--- src/rtl/kgp_pkg.sv ---
// Shared defaults for the return-register logger: data width, FIFO depth
// and the pointer width derived from that depth.
package kgp_pkg;

  localparam int unsigned RET_WIDTH = 32;
  localparam int unsigned RET_DEPTH = 8;
  localparam int unsigned RET_PTR_W = $clog2(RET_DEPTH);

endpackage

--- src/rtl/ret_fifo.sv ---
// Synchronous FIFO that holds captured return values. The head entry comes
// straight from storage, and a push into a full FIFO is accepted only when a pop happens in the same cycle.
module ret_fifo
  import kgp_pkg::*;
#(
  parameter int WIDTH = RET_WIDTH,
  parameter int DEPTH = RET_DEPTH,
  localparam int PTR_W = $clog2(DEPTH)
) (
  input  logic             clk,
  input  logic             rst,
  input  logic             push,
  input  logic             pop,
  input  logic [WIDTH-1:0] din,
  output logic             full,
  output logic             empty,
  output logic [PTR_W:0]   level,
  output logic [WIDTH-1:0] dout
);

  logic [WIDTH-1:0] mem_q [DEPTH];
  logic [WIDTH-1:0] mem_d [DEPTH];
  logic [PTR_W-1:0] wr_ptr_q, wr_ptr_d;
  logic [PTR_W-1:0] rd_ptr_q, rd_ptr_d;
  logic [PTR_W:0]   cnt_q, cnt_d;
  logic             do_push;
  logic             do_pop;

  assign full  = (cnt_q == (PTR_W+1)'(DEPTH));
  assign empty = (cnt_q == '0);
  assign level = cnt_q;
  assign dout  = mem_q[rd_ptr_q];

  // A pop on an empty FIFO is ignored; a full FIFO only accepts a push that
  // replaces the entry leaving in the same cycle.
  assign do_pop  = pop && !empty;
  assign do_push = push && (!full || do_pop);

  always_comb begin
    mem_d    = mem_q;
    wr_ptr_d = wr_ptr_q;
    rd_ptr_d = rd_ptr_q;
    cnt_d    = cnt_q;
    if (do_push) begin
      mem_d[wr_ptr_q] = din;
      wr_ptr_d        = wr_ptr_q + 1'b1;
    end
    if (do_pop) begin
      rd_ptr_d = rd_ptr_q + 1'b1;
    end
    case ({do_push, do_pop})
      2'b10:   cnt_d = cnt_q + 1'b1;
      2'b01:   cnt_d = cnt_q - 1'b1;
      default: cnt_d = cnt_q;
    endcase
  end

  always_ff @(posedge clk or negedge rst) begin
    if (!rst) begin
      for (int i = 0; i < DEPTH; i++) begin
        mem_q[i] <= '0;
      end
      wr_ptr_q <= '0;
      rd_ptr_q <= '0;
      cnt_q    <= '0;
    end else begin
      for (int i = 0; i < DEPTH; i++) begin
        mem_q[i] <= mem_d[i];
      end
      wr_ptr_q <= wr_ptr_d;
      rd_ptr_q <= rd_ptr_d;
      cnt_q    <= cnt_d;
    end
  end

endmodule

--- src/rtl/ret_reg_logger.sv ---
// Logs every change of the processor return register while the core runs,
// queuing values for a ready/valid consumer and counting changes dropped on a full FIFO.
module ret_reg_logger
  import kgp_pkg::*;
#(
  parameter int WIDTH = RET_WIDTH,
  parameter int DEPTH = RET_DEPTH,
  localparam int PTR_W = $clog2(DEPTH)
) (
  input  logic             clk,
  input  logic             rst,
  input  logic [WIDTH-1:0] ret_val,
  input  logic             core_run,
  output logic             out_valid,
  input  logic             out_ready,
  output logic [WIDTH-1:0] out_data,
  output logic             overflow,
  output logic [7:0]       drop_cnt,
  output logic [PTR_W:0]   level
);

  logic [WIDTH-1:0] last_val_q, last_val_d;
  logic             armed_q, armed_d;
  logic             overflow_q, overflow_d;
  logic [7:0]       drop_cnt_q, drop_cnt_d;
  logic             change;
  logic             pop;
  logic             drop;
  logic             fifo_full;
  logic             fifo_empty;

  function automatic logic [7:0] sat_inc8(input logic [7:0] v);
    return (v == 8'hFF) ? v : v + 8'd1;
  endfunction

  assign change    = core_run && (!armed_q || (ret_val != last_val_q));
  assign pop       = out_valid && out_ready;
  assign drop      = change && fifo_full && !pop;
  assign out_valid = !fifo_empty;
  assign overflow  = overflow_q;
  assign drop_cnt  = drop_cnt_q;

  // last_val follows every change event, even a dropped one, so a repeated
  // value is not re-offered once space frees up.
  always_comb begin
    last_val_d = last_val_q;
    armed_d    = armed_q;
    overflow_d = overflow_q;
    drop_cnt_d = drop_cnt_q;
    if (change) begin
      last_val_d = ret_val;
      armed_d    = 1'b1;
    end
    if (!core_run) begin
      armed_d = 1'b0;
    end
    if (drop) begin
      overflow_d = 1'b1;
      drop_cnt_d = sat_inc8(drop_cnt_q);
    end
  end

  always_ff @(posedge clk or negedge rst) begin
    if (!rst) begin
      last_val_q <= '0;
      armed_q    <= 1'b0;
      overflow_q <= 1'b0;
      drop_cnt_q <= '0;
    end else begin
      last_val_q <= last_val_d;
      armed_q    <= armed_d;
      overflow_q <= overflow_d;
      drop_cnt_q <= drop_cnt_d;
    end
  end

  ret_fifo #(
    .WIDTH(WIDTH),
    .DEPTH(DEPTH)
  ) u_fifo (
    .clk  (clk),
    .rst  (rst),
    .push (change),
    .pop  (pop),
    .din  (ret_val),
    .full (fifo_full),
    .empty(fifo_empty),
    .level(level),
    .dout (out_data)
  );

endmodule

--- config.mk ---
export PLATFORM = sky130hd
export DESIGN_NAME = ret_reg_logger
export DESIGN_NICKNAME = d
export VERILOG_FILES = /design/src/rtl/kgp_pkg.sv /design/src/rtl/ret_fifo.sv /design/src/rtl/ret_reg_logger.sv
export SDC_FILE = /design/constraint.sdc
export NUM_CORES = 1
export LEC_CHECK = 0
export BUFFER_PORTS_ARGS = -buffer_cell sky130_fd_sc_hd__buf_2
export CORE_MARGIN = 2
export CORE_UTILIZATION = 55
export DETAILED_ROUTE_END_ITERATION = 10
export PLACE_DENSITY = 0.8
export SLEW_MARGIN = 20
export SYNTH_ARGS = -nofsm -noshare
export SYNTH_HDL_FRONTEND = slang
export SYNTH_SLANG_ARGS = --single-unit
--- constraint.sdc ---
create_clock -name clk -period 3.56 [get_ports clk]
set_input_delay 0.356 -clock clk [delete_from_list [all_inputs] [get_ports clk]]
set_output_delay 0.356 -clock clk [all_outputs]
set_load 0.05 [all_outputs]
* Word-level counts from Yosys, hierarchy flattened
Index checks and enable logic that the tools add are counted.
** Storage, ports and cells
- Flip-flop bits (word level) :: 308
- Input port bits :: 36
- Logic and storage cells :: 57
** Cells by class
- Reductions and logical operators :: 16
- Mux-type cells :: 9
- Eq/ne operators :: 6
- Add/subtract/negate cells :: 5
- Magnitude comparators :: 3
- Bitwise operators :: 3
** Operators with widths (number)
- bitwise mux 256 bit :: 1
- binary-select mux 32 bit (select 3 bit) :: 1
- demux 32 bit (select 3 bit) :: 1
- 2-to-1 mux 32 bit :: 3
- inequality test 32 bit :: 1
- adder 8 x 1 -> 8 bit, second input constant :: 1
- equality test 8 bit, second input constant :: 1
- greater-or-equal comparator 4 bit, second input constant :: 2
- NOT 3 -> 4 bit :: 2
- one-hot mux 4 bit (2 select lines) :: 1
- logical AND 1 bit :: 7
- adder 3 x 1 -> 3 bit, second input constant :: 2
- adder 4 x 1 -> 4 bit, second input constant :: 1
- equality test 4 bit, second input constant :: 1
- logical NOT 1 bit :: 4
- logical NOT 4 bit :: 1
- < comparator 4 x 1 -> 1 bit, second input constant :: 1
- subtractor 4 x 1 -> 4 bit, second input constant :: 1
- equality test 2 x 1 -> 1 bit, second input constant :: 1
- equality test 2 bit, second input constant :: 1
- logical OR 1 bit :: 2
- 2-to-1 mux 1 bit :: 2
- inequality test 2 x 1 -> 1 bit, second input constant :: 1
- AND reduction 2 bit :: 1
- other kinds (2) :: 2

* Depth between registers and ports, before layout
- Depth in word-level cells :: 8
- Depth in mapped cells :: 13
- Depth with buffers taken out :: 12

* Hierarchy
A second synthesis with hierarchy kept.
** Unflattened totals
- Cells, all modules :: 872
- Area total of the unflattened synthesis :: 14291.2 um^2
** Modules (own cells, without submodules)
- ret_fifo :: instances 1, cells an instance 719, area each 12149.2 um^2, sequential area each 6656.4 um^2
- ret_reg_logger :: instances 1, cells an instance 153, area each 2142.1 um^2, sequential area each 1051.0 um^2

* Worst setup path before layout
OpenSTA, ideal clock, no wires.
- Path type :: reg2reg
- Start :: reg u_fifo.cnt_q[0] (netlist: u_fifo.level[0])
- End :: reg u_fifo.cnt_q[3] (netlist: u_fifo.level[3])
- Stages on the path, launching flop included :: 12
- Library setup time :: 145 ps
- Data required time :: 3415 ps
- Slack :: 707 ps
- Arrival :: 2708 ps
- Period minus slack after synthesis :: 2853 ps
- Buffers on the path :: 0
- Path through :: dfrtp_1 > nor3_1 > nand2b_1 > nand2_1 > inv_1 > ha_1 > ha_1 > a21o_1 > a21oi_1 > xnor2_1 > nor2_1 > xor2_1
** On the way
- Longest elaborated chain between the ends :: 8
- Elaborated cells on any way between the ends :: 14
- Classes of those cells :: add/sub (2); eq/ne (3); mux (1); reduce/logical (8)
** Ends and longest elaborated chain
- start: declaration :: RTL line ret_fifo.sv:25 : logic [PTR_W:0] cnt_q, cnt_d;
- start signal: assignment :: RTL line ret_fifo.sv:72 : cnt_q <= cnt_d;
- logical NOT 4 bit (*) :: RTL line ret_fifo.sv:30 : assign empty = (cnt_q == '0);
- logical NOT 1 bit (*) :: RTL line ret_reg_logger.sv:39 : assign out_valid = !fifo_empty;
- named net out_valid :: RTL line ret_reg_logger.sv:14 : output logic out_valid,
- logical AND 1 bit :: RTL line ret_reg_logger.sv:37 : assign pop = out_valid && out_ready;
- logical AND 1 bit (*) :: RTL line ret_fifo.sv:36 : assign do_pop = pop && !empty;
- named net u_fifo.do_pop :: RTL line ret_fifo.sv:27 : logic do_pop;
- logical OR 1 bit :: RTL line ret_fifo.sv:37 : assign do_push = push && (!full || do_pop);
- logical AND 1 bit :: RTL line ret_fifo.sv:37
- equality test 2 x 1 -> 1 bit or equality test 2 bit (tied branches) :: RTL line ret_fifo.sv:51 : case ({do_push, do_pop})
- one-hot mux 4 bit (2 select lines) or nonzero test 2 bit (tied branches)
The timed path passes the listed nets; every way through them passes the cells marked *.
A chain may end at the register's enable or synchronous reset.

* Worst setup path after layout
- Start :: reg last_val_q[20]
- End :: reg u_fifo.mem_q[177] in the netlist's numbering
** On the way
- Longest elaborated chain between the ends :: 4
** Ends and longest elaborated chain
- start: declaration :: RTL line ret_reg_logger.sv:22 : logic [WIDTH-1:0] last_val_q, last_val_d;
- start signal: assignment :: RTL line ret_reg_logger.sv:70 : last_val_q <= last_val_d;
- inequality test 32 bit :: RTL line ret_reg_logger.sv:36 : assign change = core_run && (!armed_q || (ret_val != last_val_q));
- logical OR 1 bit :: RTL line ret_reg_logger.sv:36
- logical AND 1 bit :: RTL line ret_reg_logger.sv:36
- logical AND 1 bit :: RTL line ret_fifo.sv:37
- end signal: indexed assignment :: RTL line ret_fifo.sv:68 : mem_q[i] <= mem_d[i];
- end: declaration :: RTL line ret_fifo.sv:21 : logic [WIDTH-1:0] mem_q [DEPTH];
No other way between the ends.

==> results.tsv <==
metric	value	unit
first_pass_grt_wire_length	49000	µm
cts_htree_levels	2	
io-pin-count	82	
syn_area_per_cell	16.1	µm²
clock_input_transition_at_the_sequential_cells_of_the_worst_setup_and_hold_paths	60	ps
setup_viol_count_final	0	
synthesis_to_finish_area_growth	12.9	%
synth_seq_cells	308	
clock_latency	510	ps
timing.hold.ws	-28.2	ps
power.density	1050	mW/mm²
worstPathRequired	3940	ps
synth_largest_type_area_fraction	0.531	
critPathMostFrequentCell	buf_4	
hold_path.class	in2async	
post_synth_edffs	0	
drv.max_cap_violation_count	0	
drt_drc_violations_left	0	
r2r_cells	8	
syn_inst	901	
placedCellCount	1259	
die_w	166	µm
fmaxAchievable	0.317	GHz
register_area	0.00771	mm²
dr.pass1.iters	4	
cts_root_buf	clkbuf_16	
arrival_time_worst_endpoint	3540	ps
std_cell_rows	59	
final_max_slew_viol_count	0	
wl_per_cell	22.4	µm
ff2ff_setup_slack	400	ps
core_area	0.0260	mm²
synth_cell_types	41	
final_layout_size_suffix_gt1_frac	0.563	
finalNonFillerCells	1318	
critPathKind	reg2reg	
floorplan.initialDensity	0.558	
async_flop_share	1.00	
finClkSkew	20.1	ps
cts-buffers-inserted	34	
multi_input_comb_area	0.00634	mm²
vdd_ir_drop_max	0.000956	V
failed_checks	negative hold slack	
layout.cells.most_common	dfrtp_1	
clkSinkCount	308	
critPathMaxStageDelay	840	ps
drt_wl_total	29600	µm
ant_nets	0	
grt_start_max_net_pins	125	
setup.worst_path.start_class	register	
fillCellCount	1847	
nets	1003	
proportion_of_synthesized_chip_area_in_sequential_cells	0.531	
worst_case_clock_buffer_depth	3	
grt_util_all_layers	0.223	
r2r_end	u_fifo.mem_q[177]$_DFFE_PN0P_	
yosys.area.top_type	dfrtp_1	
timing.critical_path.cells	xnor2_1 > nand4_1 > nor4_1 > buf_4 > a31o_2 > nor4_4 > buf_4 > mux2_2	
cp_max_fo	16	
dr.first_iter.drc_count	390	
layout_worst_path_cycle_share	0.886	
synthesis.nets	944	
antenna_found_initial	2	
cts_resized	0	
final_critical_path_time_including_i_o_delays_and_setup	3160	ps
first_global_vias	8604	
synth_warnings	0	
cp-end-kind	register	
io_buffers	81	
syn_area	0.0145	mm²
r2r-start	last_val_q[20]$_DFFE_PN0P_	
yosys-top-cells-area	dfrtp_1 53%, mux2_2 17%, mux4_2 9.9%	
vias_per_cell	5.89	
total_leakage_power	7.30	nW
dp.final_hpwl	18500	µm
gp_congestion	0.757	
finalSetupTns	0	ps
ctsHoldBuffers	0	
tritoncts	done	
result_of_the_run	complete, but fails checks	
routed-via-count	7768	
die_y	166	µm
hold_violations	31	
synthFlopType	dfrtp_1	
grt_setup_unrepaired	false	
globalRoute.totalOverflow	0	
setup.worst_path.start	last_val_q[20]$_DFFE_PN0P_	
max_slew.worst_pin.slew	1080	ps
layout.cells.most_common_list	305 x dfrtp_1, 224 x mux2_2, 90 x mux2_4, 80 x buf_2, 64 x mux4_2	
design.die.area	0.0277	mm²
max_slew_margin	0.283	
cpMaxStageDelayCell	nor4_4	
number_of_buffers_inserted_by_post_cts_setup_repair	0	
stage by stage:
step | hold slack [ps] | utilization | power [mW] | setup slack, ps | instance area, µm²
final | -28.2 | 0.630 | 17.3 | 404 | 16400
after global routing | 41.5 | 0.630 | 18.2 | 273 | 16400
after CTS | 1.74 | 0.630 | 17.4 | 396 | 16400
after detailed placement | 458 | 0.589 | 14.0 | 303 | 15300
after global placement | 464 | 0.589 | 13.7 | 399 | 15300
after floorplan | 60.4 | - | 12.2 | 707 | 14500
critical path, delay by kind of cell, from the launching register on:
| kind | cells | cell delay (ps) |
|---|---|---|
| buf+inv | 2 | 590 |
| mux | 1 | 380 |
| xor+xnor | 1 | 140 |
| simple gates | 3 | 1150 |
| compound gates | 1 | 370 |
| flops | 1 | 400 |
worst max path at each step:
stage | end | slack, ps | cells past startpoint
2_1_floorplan | u_fifo.level[3]$_DFFE_PN0P_ | 710 | 11
3_3_place_gp | u_fifo.mem_q[179]$_DFFE_PN0P_ | 400 | 9
5_1_grt | u_fifo.level[3]$_DFFE_PN0P_ | 270 | 13
3_5_place_dp | u_fifo.mem_q[177]$_DFFE_PN0P_ | 300 | 9
6_report | u_fifo.mem_q[177]$_DFFE_PN0P_ | 400 | 8
4_1_cts | out_data[18] | 400 | 4
sequential cells by signal, summed over array words and instances (netlist names):
register / flops
armed_q: 1
drop_cnt: 8
last_val_q: 32
overflow: 1
u_fifo.level: 4
u_fifo.mem_q: 256
u_fifo.rd_ptr_q: 3
u_fifo.wr_ptr_q: 3
synth_stat cells, types with 2 or more instances:
cell type	n
dfrtp_1	308
mux2_2	224
mux2_4	90
mux4_2	64
buf_2	50
xnor2_1	36
clkbuf_1	18
buf_6	12
nand2_1	9
mux2_1	8
nand3_1	8
xor2_1	8
inv_1	7
ha_1	6
nand4_1	6
nor3_1	6
buf_1	5
nand2b_1	5
o21ai_0	4
nor2_1	3
nor4_1	2
nor4_2	2
or4b_4	2
power breakdown:
| part | switching, mW | total, mW | internal [mW] |
|---|---|---|---|
| clock network | 1.36 | 3.37 | 2.02 |
| registers | 1.15 | 6.26 | 5.11 |
| logic | 3.74 | 7.65 | 3.91 |
kinds of logic (layout without fill, tap and decap cells):
family                     Yosys count  count (layout)  share of synthesized area
other                                0               2                          0
muxes                              387             387                      0.373
buffers and inverters               94             174                     0.0349
adders and majority gates            7               7                    0.00655
xor gates and xnor gates            44              44                     0.0266
AOI/OAI and AO/OA                   10              10                    0.00543
DFF                                308             308                      0.531
and+or+nand+nor                     51              51                     0.0222
final cells by class:
cell class              instances  area share
flip-flops and latches        308       0.471
well taps                     335      0.0256
clock inverters                 8     0.00458
multi-input cells             499       0.387
diodes                          2    0.000306
inverters                       8     0.00183
repair buffers                109      0.0489
clock buffers                  49      0.0610
metal layers:
layer  track usage  vias to the layer above  wire length, µm
li1              -                     3384                -
met1         0.325                     4178            13300
met2         0.354                      161            14500
met3        0.0349                       45             1250
met4        0.0607                        0              511
met5             0                        -                0
(Power assumes the default switching activity.)
